===== src/rtl/alu_seq_if.sv =====
// Operand-issue and result-return handshake bundle for alu_seq.
// The slave modport is the ALU side; master is the issuer/consumer side.
interface alu_seq_if #(
    parameter int WIDTH = 4
);
    logic             in_valid;
    logic             in_ready;
    logic [3:0]       op;
    logic [WIDTH-1:0] a;
    logic [WIDTH-1:0] b;
    logic             out_valid;
    logic             out_ready;
    logic [WIDTH-1:0] result;
    logic             c;
    logic             zero;
    logic             overflow;
    logic             smaller;
    logic             equal;

    modport master (
        output in_valid, op, a, b, out_ready,
        input  in_ready, out_valid, result, c, zero, overflow, smaller, equal
    );

    modport slave (
        input  in_valid, op, a, b, out_ready,
        output in_ready, out_valid, result, c, zero, overflow, smaller, equal
    );
endinterface


===== src/rtl/alu_seq.sv =====
// Registered ALU with valid/ready on both sides: single-cycle add/sub/logic/compare
// and a WIDTH-cycle unsigned shift-add multiply; results are held until accepted.
module alu_seq #(
    parameter int WIDTH = 4
) (
    input  logic      clk,
    input  logic      rst_n,
    alu_seq_if.slave  bus
);
    localparam int CNT_W = $clog2(WIDTH);
    localparam int MSB   = WIDTH - 1;

    localparam logic [3:0] OP_ADD = 4'd0;
    localparam logic [3:0] OP_SUB = 4'd1;
    localparam logic [3:0] OP_NOT = 4'd2;
    localparam logic [3:0] OP_AND = 4'd3;
    localparam logic [3:0] OP_OR  = 4'd4;
    localparam logic [3:0] OP_XOR = 4'd5;
    localparam logic [3:0] OP_SLT = 4'd6;
    localparam logic [3:0] OP_EQ  = 4'd7;
    localparam logic [3:0] OP_MUL = 4'd8;

    typedef enum logic [1:0] {
        S_IDLE = 2'd0,
        S_BUSY = 2'd1,
        S_DONE = 2'd2
    } state_t;

    state_t             r_state;
    state_t             w_state_nxt;

    logic [WIDTH-1:0]   r_mcand;
    logic [WIDTH-1:0]   r_mplier;
    logic [WIDTH-1:0]   r_acc;
    logic [CNT_W-1:0]   r_cnt;

    logic [WIDTH-1:0]   r_result;
    logic               r_c;
    logic               r_zero;
    logic               r_ovf;
    logic               r_lt;
    logic               r_eq;

    logic               w_accept;
    logic               w_is_mul;
    logic               w_last;
    logic [WIDTH-1:0]   w_acc_nxt;

    logic               w_sub;
    logic               w_arith;
    logic [WIDTH-1:0]   w_bb;
    logic [WIDTH-1:0]   w_sum;
    logic               w_cout;
    logic               w_ovf;
    logic               w_lt;
    logic               w_eq;
    logic [WIDTH-1:0]   w_res;

    assign w_accept  = bus.in_valid & (r_state == S_IDLE);
    assign w_is_mul  = (bus.op == OP_MUL);
    assign w_last    = (r_cnt == CNT_W'(WIDTH - 1));
    assign w_acc_nxt = r_acc + (r_mplier[0] ? r_mcand : '0);

    assign bus.in_ready  = (r_state == S_IDLE);
    assign bus.out_valid = (r_state == S_DONE);
    assign bus.result    = r_result;
    assign bus.c         = r_c;
    assign bus.zero      = r_zero;
    assign bus.overflow  = r_ovf;
    assign bus.smaller   = r_lt;
    assign bus.equal     = r_eq;

    always_ff @(posedge clk or negedge rst_n) begin
        if (!rst_n) begin
            r_state <= S_IDLE;
        end else begin
            r_state <= w_state_nxt;
        end
    end

    always_comb begin
        w_state_nxt = r_state;
        case (r_state)
            S_IDLE:  if (bus.in_valid) w_state_nxt = w_is_mul ? S_BUSY : S_DONE;
            S_BUSY:  if (w_last)       w_state_nxt = S_DONE;
            S_DONE:  if (bus.out_ready) w_state_nxt = S_IDLE;
            default: w_state_nxt = S_IDLE;
        endcase
    end

    // SUB/SLT/EQ share one adder as a + ~b + 1; compare flags fall out of it.
    always_comb begin
        w_sub   = (bus.op == OP_SUB) | (bus.op == OP_SLT) | (bus.op == OP_EQ);
        w_arith = w_sub | (bus.op == OP_ADD);
        w_bb    = w_sub ? ~bus.b : bus.b;
        {w_cout, w_sum} = {1'b0, bus.a} + {1'b0, w_bb} + {{WIDTH{1'b0}}, w_sub};
        if (w_sub) begin
            w_ovf = (bus.a[MSB] != bus.b[MSB]) & (w_sum[MSB] != bus.a[MSB]);
        end else begin
            w_ovf = (bus.a[MSB] == bus.b[MSB]) & (w_sum[MSB] != bus.a[MSB]);
        end
        w_lt = w_sum[MSB] ^ w_ovf;
        w_eq = (w_sum == '0);
        w_res = '0;
        case (bus.op)
            OP_ADD, OP_SUB: w_res = w_sum;
            OP_NOT:         w_res = ~bus.a;
            OP_AND:         w_res = bus.a & bus.b;
            OP_OR:          w_res = bus.a | bus.b;
            OP_XOR:         w_res = bus.a ^ bus.b;
            OP_SLT:         w_res = {{(WIDTH-1){1'b0}}, w_lt};
            OP_EQ:          w_res = {{(WIDTH-1){1'b0}}, w_eq};
            default:        w_res = '0;
        endcase
    end

    // Multiply consumes one multiplier bit per BUSY cycle, LSB first; the
    // last step writes the result directly so DONE follows WIDTH BUSY cycles.
    always_ff @(posedge clk or negedge rst_n) begin
        if (!rst_n) begin
            r_mcand  <= '0;
            r_mplier <= '0;
            r_acc    <= '0;
            r_cnt    <= '0;
            r_result <= '0;
            r_c      <= 1'b0;
            r_zero   <= 1'b0;
            r_ovf    <= 1'b0;
            r_lt     <= 1'b0;
            r_eq     <= 1'b0;
        end else if (w_accept) begin
            if (w_is_mul) begin
                r_mcand  <= bus.a;
                r_mplier <= bus.b;
                r_acc    <= '0;
                r_cnt    <= '0;
            end else begin
                r_result <= w_res;
                r_c      <= w_arith & w_cout;
                r_ovf    <= w_arith & w_ovf;
                r_lt     <= w_sub & w_lt;
                r_eq     <= w_sub & w_eq;
                r_zero   <= (w_res == '0);
            end
        end else if (r_state == S_BUSY) begin
            r_acc    <= w_acc_nxt;
            r_mcand  <= r_mcand << 1;
            r_mplier <= r_mplier >> 1;
            r_cnt    <= r_cnt + CNT_W'(1);
            if (w_last) begin
                r_result <= w_acc_nxt;
                r_c      <= 1'b0;
                r_ovf    <= 1'b0;
                r_lt     <= 1'b0;
                r_eq     <= 1'b0;
                r_zero   <= (w_acc_nxt == '0);
            end
        end
    end
endmodule

===== src/flat_wrapper.sv =====
// flat-port wrapper written by rule: the top's interface ports become plain ports
module alu_seq_flat 
#(
    parameter int WIDTH = 4
)
  (clk, rst_n, bus_in_valid, bus_op, bus_a, bus_b, bus_out_ready, bus_in_ready, bus_out_valid, bus_result, bus_c, bus_zero, bus_overflow, bus_smaller, bus_equal);
  alu_seq_if #(.WIDTH(WIDTH)) bus_i ();
  input  logic clk;
  input  logic rst_n;
  input wire logic [$bits(bus_i.in_valid)-1:0] bus_in_valid;
  input wire logic [$bits(bus_i.op)-1:0] bus_op;
  input wire logic [$bits(bus_i.a)-1:0] bus_a;
  input wire logic [$bits(bus_i.b)-1:0] bus_b;
  input wire logic [$bits(bus_i.out_ready)-1:0] bus_out_ready;
  output wire logic [$bits(bus_i.in_ready)-1:0] bus_in_ready;
  output wire logic [$bits(bus_i.out_valid)-1:0] bus_out_valid;
  output wire logic [$bits(bus_i.result)-1:0] bus_result;
  output wire logic [$bits(bus_i.c)-1:0] bus_c;
  output wire logic [$bits(bus_i.zero)-1:0] bus_zero;
  output wire logic [$bits(bus_i.overflow)-1:0] bus_overflow;
  output wire logic [$bits(bus_i.smaller)-1:0] bus_smaller;
  output wire logic [$bits(bus_i.equal)-1:0] bus_equal;
  assign bus_i.in_valid = bus_in_valid;
  assign bus_i.op = bus_op;
  assign bus_i.a = bus_a;
  assign bus_i.b = bus_b;
  assign bus_i.out_ready = bus_out_ready;
  assign bus_in_ready = bus_i.in_ready;
  assign bus_out_valid = bus_i.out_valid;
  assign bus_result = bus_i.result;
  assign bus_c = bus_i.c;
  assign bus_zero = bus_i.zero;
  assign bus_overflow = bus_i.overflow;
  assign bus_smaller = bus_i.smaller;
  assign bus_equal = bus_i.equal;
  alu_seq #(.WIDTH(WIDTH)) u_core (.clk(clk), .rst_n(rst_n), .bus(bus_i));
endmodule

===== config.mk =====
export PLATFORM = sky130hd
export DESIGN_NAME = alu_seq_flat
export DESIGN_NICKNAME = d
export VERILOG_FILES = /design/src/rtl/alu_seq_if.sv /design/src/rtl/alu_seq.sv /design/src/flat_wrapper.sv
export SDC_FILE = /design/constraint.sdc
export NUM_CORES = 1
export LEC_CHECK = 0
export ABC_AREA = 1
export CORE_MARGIN = 2
export CORE_UTILIZATION = 35
export DETAILED_ROUTE_END_ITERATION = 7
export MAX_ROUTING_LAYER = met4
export PLACE_DENSITY_LB_ADDON = 0.08
export SKIP_CTS_REPAIR_TIMING = 1
export SYNTH_ARGS = -nofsm -noshare
export SYNTH_HDL_FRONTEND = slang
export SYNTH_SLANG_ARGS = --single-unit

===== constraint.sdc =====
create_clock -name clk -period 2.3 [get_ports clk]
set_input_delay 0.46 -clock clk [delete_from_list [all_inputs] [get_ports clk]]
set_output_delay 0.46 -clock clk [all_outputs]
set_load 0.02 [all_outputs]

==> metrics, run 1 <==
CTS Buffer Depth=2; layout cells sized above 1=about 28%; die area=between 5000 and 6000 um2; grt total ovfl=0; CTS tree=done; Final Setup Violations=0; worst slew pin tran=0.351 ns; cell area after layout=roughly 2600 um2; fin crit share=94.6%; final hold violation count=0; final net count=between 300 and 400; dpl hpwl=approximately 4 mm; clk_lat worst skew=approximately 0.27 ns; Max VDD drop=roughly 0.32 mV; n_diodes=0; Rel. slew slack=~76%; DR WL/cell=12.9 um; Post-DRT Antenna Nets=0; Mapped Area=1860 um2; antenna violations before repair=0; register area share after synthesis=between 30% and 40%; Residual DRC=0; FILL cells=about 540; Post-Route WL=just under 5 mm; die height=slightly below 80 um; standby leakage power=between 1 and 1.5 nW; Crit Path Category=input port to flop; vias after detailed routing=around 1800; Unique masters post-synth=34; H-tree depth=1; Post-synth EDFFs=0; # IOs=27; Total Routing Usage GR=between 10% and 20%; Clock Sinks=25; ys async rst share=100%; most area-hungry cell type in the Yosys netlist=dfrtp_1; Syn Inst Count=between 200 and 250; synth-to-layout area growth=40.4%; Mapped Nets=approximately 270; Hold Path Class=flop to flop; total CTS buffers=3; Cell Area, Placed=~2500 um2; core box area=around 5100 um2; nature of the critical path endpoint=flop; initial core utilization=between 30% and 40%; largest net degree at the start of global routing=26; skew final=roughly 0.0043 ns; clock-pin slew on the worst setup and hold paths=about 0.10 ns; std cell rows=26; Iter 0 DRT Violations=37; #FFs+latches synth=25; largest cells by area after synthesis=dfrtp_1, nand2_1, ha_1; fin. max-slew vios=0; status=completed; Req. time, crit path=~2.5 ns; Yosys top cell area share=between 30 and 40%; Warnings, synthesis=0; port bufs=26; syn avg cell area=between 7 and 8 um2; global-route wire length before repair=8.10 mm; most frequent cells in the layout=nand2_1, buf_4, dfrtp_1; Via density=between 4 and 5; fin crit period=roughly 2.2 ns; clk root buf=clkbuf_8; Max Fclk=about 460 MHz; number of global-route vias before repair=~1700; power consumption=around 2.0 mW; most common cell after layout, fill and taps aside=nand2_1; Synth Flop Type=dfrtp_1; die width=between 70 and 80 um; CP Launch Type=input port; routability cong.=approximately 0.86; CP arrival=around 2.4 ns; DR pass1 iterations=4; Worst Path Max Fanout=4; total of max-cap violations=0; power per cell area=781 nW/um2
metal layers:
metal	part of all wire, %	track usage [%]	vias to the layer above
li1	-	-	924
met1	50	24.3	853
met2	47	28.0	24
met3	2.5	1.18	2
met4	0.70	3.82	0
met5	0	-	-
cells in the mapped netlist (all sizes together), types with 3 or more instances:
cell type and number:
xor2 6, nor2 28, inv 29, a21oi 4, ha 15, o31ai 4
buf 3, nand3 18, o21ai 11, dfrtp 25, a211oi 3, a31oi 7
nor3 4, nand2 70
kinds of logic (layout without fill, tap and decap cells):
kind of cell	Yosys count	after routing	share of synthesized area [%]
AO/OA/AOI/OAI	35	35	12.4
flip-flops	25	25	33.6
XOR/XNOR	8	8	4.17
adder cells (fa/ha/maj)	17	17	12.2
AND/OR/NAND/NOR	123	123	30.7
buffers and inverters	32	100	6.80
state kept, by name, summed over array words and instances, names as in the netlist:
name,count
u_core.bus.c,1
u_core.bus.equal,1
u_core.bus.overflow,1
u_core.bus.result,4
u_core.bus.smaller,1
u_core.bus.zero,1
u_core.r_acc,4
u_core.r_cnt,2
u_core.r_mcand,4
u_core.r_mplier,4
u_core.r_state,2
final timing paths:
kind,startpoint,to,slack (ns),cells past startpoint
min in group asynchronous,rst_n,u_core.r_cnt[0],0.56,2
setup reg to reg,u_core.r_mplier[0],u_core.bus.zero,0.41,8
setup / recovery,bus_op[2],u_core.bus.result[2],0.12,13
hold / removal,u_core.r_mplier[3],u_core.r_mplier[3],0.49,2
max in group asynchronous,rst_n,u_core.r_acc[0],1.49,2
hold reg to reg,u_core.r_mplier[3],u_core.r_mplier[3],0.49,2
cell type report:
| cell class | instances | area (um2) | share of cell area, % |
|---|---|---|---|
| tap | 70 | 87.6 | 3.35 |
| inverter | 29 | 109 | 4.17 |
| sequential | 25 | 626 | 24.0 |
| clock buffer | 3 | 41.3 | 1.58 |
| multi-input combinational | 183 | 1170 | 44.9 |
| clock inverter | 1 | 7.51 | 0.287 |
| timing repair buffer | 67 | 568 | 21.8 |
through the flow:
| step | setup slack [ns] | TNS (ns) | utilization [%] | hold WS, ns | instances |
|---|---|---|---|---|---|
| 2_1_floorplan | 0.0222 | 0 | - | 0.164 | 240 |
| 3_3_place_gp | -0.516 | -4.89 | 48.8 | 0.465 | 371 |
| 3_5_place_dp | -0.589 | -4.89 | 48.8 | 0.471 | 371 |
| 4_1_cts | -0.304 | -1.89 | 49.7 | 0.497 | 375 |
| 5_1_grt | -0.000733 | -0.000733 | 51.1 | 0.517 | 378 |
| 6_report | 0.124 | 0 | 51.1 | 0.490 | 378 |
power breakdown:
group | leakage [nW] | switching, mW | internal (mW) | total, mW
sequential | 0.312 | 0.112 | 0.608 | 0.720
clock | 0.0217 | 0.150 | 0.123 | 0.273
combinational | 1.00 | 0.565 | 0.482 | 1.05
worst max-delay path, stage by stage:
cell and delay [ns]:
clkbuf_2 0.16, nor2_4 0.18, nand2_4 0.07, nand2_4 0.10, xor2_1 0.16, ha_2 0.33
xnor2_2 0.18, nand2_1 0.08, o211ai_1 0.10, nor3_2 0.08, buf_4 0.14, buf_4 0.12
o31ai_1 0.19
Power figures use the tool's default switching activity.
==> inputs of run 2 (changes only) <==
--- a/config.mk
+++ b/config.mk
@@ -6,6 +6,7 @@
 export NUM_CORES = 1
 export LEC_CHECK = 0
 export ABC_AREA = 1
+export CAP_MARGIN = 20
 export CORE_MARGIN = 2
 export CORE_UTILIZATION = 35
 export DETAILED_ROUTE_END_ITERATION = 7
==> results of run 2 <==
Same layout as run 1: the final DEF is identical, and so are final timing and power.
